<file path="config.mk">
export PLATFORM = sky130hd
export DESIGN_NAME = descrambler3
export DESIGN_NICKNAME = d
export VERILOG_FILES = /design/src/rtl/lbm_rng_pkg.sv /design/src/rtl/lfsr_checker.sv /design/src/rtl/descrambler3.sv
export SDC_FILE = /design/constraint.sdc
export NUM_CORES = 1
export LEC_CHECK = 0
export ABC_AREA = 1
export CAP_MARGIN = 20
export CORE_MARGIN = 2
export CORE_UTILIZATION = 24
export DETAILED_ROUTE_END_ITERATION = 10
export GPL_TIMING_DRIVEN = 0
export PLACE_DENSITY = 0.53
export SKIP_LAST_GASP = 1
export SYNTH_ARGS = -nofsm -noshare
export SYNTH_HDL_FRONTEND = slang
export SYNTH_SLANG_ARGS = --single-unit
</file>
<file path="constraint.sdc">
create_clock -name clk -period 1.1 [get_ports clk]
set_clock_uncertainty 0.1 [all_clocks]
set_input_delay 0.275 -clock clk [delete_from_list [all_inputs] [get_ports clk]]
set_output_delay 0.275 -clock clk [all_outputs]
set_load 0.02 [all_outputs]
</file>
<file path="src/rtl/lbm_rng_pkg.sv">
// -----------------------------------------------------------------------------
// lbm_rng_pkg
// Shared definitions for the LBM random-number stream: LFSR width and taps,
// the scrambler3 bit permutation, the LFSR next-state function and the
// descrambler checker state type.
// Ports: none (package).
// -----------------------------------------------------------------------------
package lbm_rng_pkg;

   localparam int LFSR_W = 25;

   // Feedback taps of x^25 + x^22 + 1.
   localparam int TAP_HI = 24;
   localparam int TAP_LO = 21;

   // scrambler3 moves bit SCRAMBLE_MAP[i] of a word to bit i. The descrambler
   // therefore sends in bit i back to out bit SCRAMBLE_MAP[i].
   localparam int SCRAMBLE_MAP [0:LFSR_W-1] = '{
      24,  3, 14, 19, 13,  7,  1,  5, 22,  8,  2,  4, 12,
      10,  0, 11, 16, 17,  9, 18, 23, 15,  6, 20, 21
   };

   typedef enum logic {
      SEEK  = 1'b0,
      TRACK = 1'b1
   } chk_state_e;

   function automatic logic [LFSR_W-1:0] lfsr_next(input logic [LFSR_W-1:0] x);
      return {x[LFSR_W-2:0], x[TAP_HI] ^ x[TAP_LO]};
   endfunction

endpackage

</file>
<file path="src/rtl/lfsr_checker.sv">
// -----------------------------------------------------------------------------
// lfsr_checker
// Follows descrambled words against a locally regenerated LFSR sequence.
// SEEK waits for a non-zero word to seed the expectation; TRACK compares every
// accepted word, counts mismatches and falls back to SEEK after LOSS_THRESH
// consecutive misses.
// Ports:
//   clk, reset     clock, synchronous active-high reset
//   i_accept       a word is accepted this cycle
//   i_word         descrambled word being accepted
//   i_err_clr      clear the error counter (wins over an increment)
//   o_locked       in TRACK and the last compared word matched
//   o_err_cnt      saturating mismatch count
// -----------------------------------------------------------------------------
module lfsr_checker
   import lbm_rng_pkg::*;
#(
   parameter int LOSS_THRESH = 4,
   parameter int ERR_W       = 16
) (
   input  logic              clk,
   input  logic              reset,
   input  logic              i_accept,
   input  logic [LFSR_W-1:0] i_word,
   input  logic              i_err_clr,
   output logic              o_locked,
   output logic [ERR_W-1:0]  o_err_cnt
);

   localparam int MISS_W = $clog2(LOSS_THRESH + 1);

   chk_state_e        r_state,    w_state_next;
   logic [LFSR_W-1:0] r_expected, w_expected_next;
   logic [MISS_W-1:0] r_miss,     w_miss_next;
   logic              r_locked,   w_locked_next;
   logic [ERR_W-1:0]  r_err_cnt,  w_err_cnt_next;
   logic              w_err_inc;

   always_ff @(posedge clk) begin
      if (reset) begin
         r_state    <= SEEK;
         r_expected <= '0;
         r_miss     <= '0;
         r_locked   <= 1'b0;
         r_err_cnt  <= '0;
      end else begin
         r_state    <= w_state_next;
         r_expected <= w_expected_next;
         r_miss     <= w_miss_next;
         r_locked   <= w_locked_next;
         r_err_cnt  <= w_err_cnt_next;
      end
   end

   always_comb begin
      w_state_next    = r_state;
      w_expected_next = r_expected;
      w_miss_next     = r_miss;
      w_locked_next   = r_locked;
      w_err_inc       = 1'b0;

      if (i_accept) begin
         unique case (r_state)
            SEEK: begin
               w_locked_next = 1'b0;
               // All-zero is the LFSR lockup state and cannot seed a sequence.
               if (i_word != '0) begin
                  w_state_next    = TRACK;
                  w_expected_next = lfsr_next(i_word);
                  w_miss_next     = '0;
               end
            end
            TRACK: begin
               if (i_word == r_expected) begin
                  w_expected_next = lfsr_next(i_word);
                  w_miss_next     = '0;
                  w_locked_next   = 1'b1;
               end else begin
                  // Keep stepping the local sequence so a single corrupted
                  // word does not desynchronise the checker.
                  w_err_inc       = 1'b1;
                  w_expected_next = lfsr_next(r_expected);
                  w_locked_next   = 1'b0;
                  if (r_miss == MISS_W'(LOSS_THRESH - 1)) begin
                     w_state_next = SEEK;
                     w_miss_next  = '0;
                  end else begin
                     w_miss_next  = r_miss + 1'b1;
                  end
               end
            end
            default: w_state_next = SEEK;
         endcase
      end

      w_err_cnt_next = r_err_cnt;
      if (i_err_clr) begin
         w_err_cnt_next = '0;
      end else if (w_err_inc && (r_err_cnt != {ERR_W{1'b1}})) begin
         w_err_cnt_next = r_err_cnt + 1'b1;
      end
   end

   assign o_locked  = r_locked;
   assign o_err_cnt = r_err_cnt;

endmodule

</file>
<file path="src/rtl/descrambler3.sv">
// -----------------------------------------------------------------------------
// descrambler3
// Inverts the scrambler3 bit permutation on each accepted 25-bit RNG word and
// registers it into a single-stage valid/ready output buffer (1-cycle latency,
// full throughput). With DESCRAMBLE_CHECK_EN defined, an lfsr_checker tracks
// the recovered words against the x^25+x^22+1 sequence; otherwise locked and
// err_cnt are tied to 0 and err_clr is ignored.
// Ports:
//   clk, reset               clock, synchronous active-high reset
//   in_valid/in_ready/in_data  scrambled word input handshake
//   out_valid/out_ready/out_data descrambled word output handshake
//   err_clr                  clear err_cnt
//   locked                   checker in TRACK with last word matching
//   err_cnt                  saturating mismatch count (ERR_W bits)
// -----------------------------------------------------------------------------
module descrambler3
   import lbm_rng_pkg::*;
#(
   parameter int LOSS_THRESH = 4,
   parameter int ERR_W       = 16
) (
   input  logic                     clk,
   input  logic                     reset,
   input  logic                     in_valid,
   output logic                     in_ready,
   input  logic signed [LFSR_W-1:0] in_data,
   output logic                     out_valid,
   input  logic                     out_ready,
   output logic signed [LFSR_W-1:0] out_data,
   input  logic                     err_clr,
   output logic                     locked,
   output logic [ERR_W-1:0]         err_cnt
);

   logic [LFSR_W-1:0] w_descr;
   logic              w_accept;
   logic              r_out_valid;
   logic [LFSR_W-1:0] r_out_data;

   genvar gi;
   generate
      for (gi = 0; gi < LFSR_W; gi++) begin : g_unmap
         assign w_descr[SCRAMBLE_MAP[gi]] = in_data[gi];
      end
   endgenerate

   // The buffer can take a new word whenever it is empty or being drained.
   assign in_ready = !r_out_valid || out_ready;
   assign w_accept = in_valid && in_ready;

   always_ff @(posedge clk) begin
      if (reset) begin
         r_out_valid <= 1'b0;
         r_out_data  <= '0;
      end else if (w_accept) begin
         r_out_valid <= 1'b1;
         r_out_data  <= w_descr;
      end else if (out_ready) begin
         r_out_valid <= 1'b0;
      end
   end

   assign out_valid = r_out_valid;
   assign out_data  = r_out_data;

`ifdef DESCRAMBLE_CHECK_EN
   lfsr_checker #(
      .LOSS_THRESH (LOSS_THRESH),
      .ERR_W       (ERR_W)
   ) u_checker (
      .clk       (clk),
      .reset     (reset),
      .i_accept  (w_accept),
      .i_word    (w_descr),
      .i_err_clr (err_clr),
      .o_locked  (locked),
      .o_err_cnt (err_cnt)
   );
`else
   logic w_unused_err_clr;
   assign w_unused_err_clr = err_clr;
   assign locked  = 1'b0;
   assign err_cnt = '0;
`endif

endmodule

</file>
==> impl_metrics.toml <==
[global_route]
grt_pass1_wl_um = 5209
grt_start_max_net_pins = 15
track_usage_pct = 10.56
grt_pass1_vias = 1119
grt_overflow = 0
grt_antenna_before_repair = 0

[floorplanning]
coreArea_mm2 = 0.005507
placementRows = 27
start_util_pct = 24.70
die-area_mm2 = 0.006285
fp.dieH_um = 79.28
die_w_um = 79.28
boundaryPins = 74

[sta]
max_freq_mhz = 776.3
setup_slack_ns = -0.1882
period_share_pct = 117.1
hold_viol = 0
rsz0062_at_grt = "yes"
setup_viol = 51
worst_hold_slack_ns = 0.2002
period_needed_ns = 1.288
timing.final.max_slew_violations = 0

[run]
maxCapViolations = 0

[power_and_ir_drop]
p_clk_share_pct = 24.7
switching_share_pct = 29.16
p_leak_nw = 1.251
pwr-share-comb_pct = 32.8
switching_power_mw = 0.7452
power_density_mw_per_mm2 = 1045
seq_power_share_pct = 42.5
ir_drop_mv = 0.4640
p_int_mw = 1.810

[routing]
ant_nets = 0
drc_errors = 0
detail_route.vias_per_cell = 3.882
wl_per_cell_um = 10.48
drt_first_pass_iters = 4
drt_iter0_markers = 43
dr_total_vias = 1347
drt-total-wl_um = 3637

[critical_path]
rr_worst_depth = 6
worst_ep_arrival_time_ns = 0.91
start_kind = "register"
endpoint_kind = "primary output"
crit_type = "register to primary output"
crit_fanout = 2
cp.required_ns = 0.72

[cells_and_area]
nNetsFinal = 306
drive_above_1_share_pct = 45.09
postLayoutCellArea_mm2 = 0.002446
multiInputGateArea_um2 = 596.8
syn_to_final_growth_pct = 79.85
diodes = 0
n_fill_cell = 597
regArea_um2 = 553.0

[clocking]
cts-root-buf = "clkbuf_8"
htree_levels = 1
insertion_delay_ns = 0.27
cts_buffers = 3
cts_buffer_depth = 2
ctsHoldBuffers = 0
clock_sinks = 26
tritoncts = "yes"
clkTransAtPathRegs_ns = 0.09

[logic_synthesis]
synth_warnings = 0
seq_area_frac_synth_pct = 38.27
ys_types = 12
synth_seq_cells = 26
synthCells = 187
netlist_area_mm2 = 0.001360
synth.avg_cell_area_um2 = 7.273

[outcome]
violations = "negative setup slack"
status = "finished, violations left"

[worst_hold_path]
hold_depth = 2
worstHoldPathType = "input pin to register"

[placement]
io_buffers = 54
place_congestion = 0.6580
preCtsSetupSlack_ns = -0.9468
place_hpwl_um = 2427
dpl_cell_area_mm2 = 0.002052
-- kinds of logic (layout without fill, tap and decap cells) --
group / after synthesis / after routing / share of synthesized area (%)
simple gates: 76 / 76 / 23.83
buf+inv: 58 / 130 / 28.06
compound gates: 26 / 26 / 9.567
flops: 26 / 26 / 38.27
other cells: 1 / 17 / 0.2757
-- flip-flops by register name (all words and copies together) (netlist names) --
signal,flops
out_data,25
out_valid,1
-- final timing paths --
path                start      endpoint  slack, ns
min reg2reg  out_data[19]  out_data[19]       0.38
max reg2reg     out_valid   out_data[9]      -0.10
min                 reset     out_valid       0.20
max             out_valid      in_ready      -0.19
-- per-stage QoR --
| stage | util [%] | total power [mW] | instances | TNS [ns] |
|---|---|---|---|---|
| after floorplan | - | 1.497 | 203 | 0 |
| after global placement | 37.26 | 1.786 | 329 | -14.78 |
| after detailed placement | 37.26 | 1.789 | 329 | -14.88 |
| after CTS | 40.08 | 2.488 | 337 | -0.8467 |
| after global routing | 44.42 | 2.720 | 347 | -5.180 |
| final | 44.42 | 2.555 | 347 | -2.688 |
-- power groups by stage --
stage	Clock, mW	Combinational (mW)	Sequential, mW
2_1_floorplan	0	0.335	1.16
3_3_place_gp	0	0.711	1.08
3_5_place_dp	0	0.714	1.08
4_1_cts	0.662	0.743	1.08
5_1_grt	0.719	0.905	1.10
6_report	0.631	0.838	1.09
-- synth_stat cells --
cell type,instances,area (µm²)
nand2_1,25,93.84
nor2_1,25,93.84
nand2_4,1,11.26
a21oi_1,26,130.1
dfxtp_1,26,520.5
buf_6,10,112.6
buf_4,20,150.1
inv_1,26,97.59
conb_1,1,3.750
inv_2,1,3.750
nand3_1,25,125.1
bufinv_8,1,17.52
-- per-layer routing --
metal	part of all wire (%)	vias to the layer above	track usage (%)
li1	-	714	-
met1	44	590	13.09
met2	49	38	17.54
met3	5.7	5	2.614
met4	1.3	0	4.138
met5	0	-	0
-- cells in the final DEF (no fill, tap or decap), drive strengths merged --
cell / n
inv: 27
clkdlybuf4s50: 25
nand3: 25
nand2: 26
buf: 68
bufinv: 1
clkbuf: 7
nor2: 25
a21oi: 26
dfxtp: 26
dlygate4sd2: 2
conb: 17
-- worst max-delay path, stage by stage, from the launching register on --
cell and delay (ns):
dfxtp_2 0.36, nand2_4 0.05, buf_6 0.11, buf_6 0.12
-- layout make-up --
cell class,count,share of cell area (%)
tap,72,3.683
sequential,26,22.61
clock buffer,4,2.251
multi-input combinational,119,24.40
inverter,28,4.859
timing repair buffer,68,30.33
buffer,30,11.87
-- what timing repair did --
| item | CTS | global route |
|---|---|---|
| pin swaps | 1 | 5 |
| setup endpoints to repair | 52 | 52 |
| resized for setup | 191 | 28 |
| buffers inserted | 4 | 7 |
| gates cloned | 0 | 3 |
Note: power is estimated with default switching activity, not from simulation.
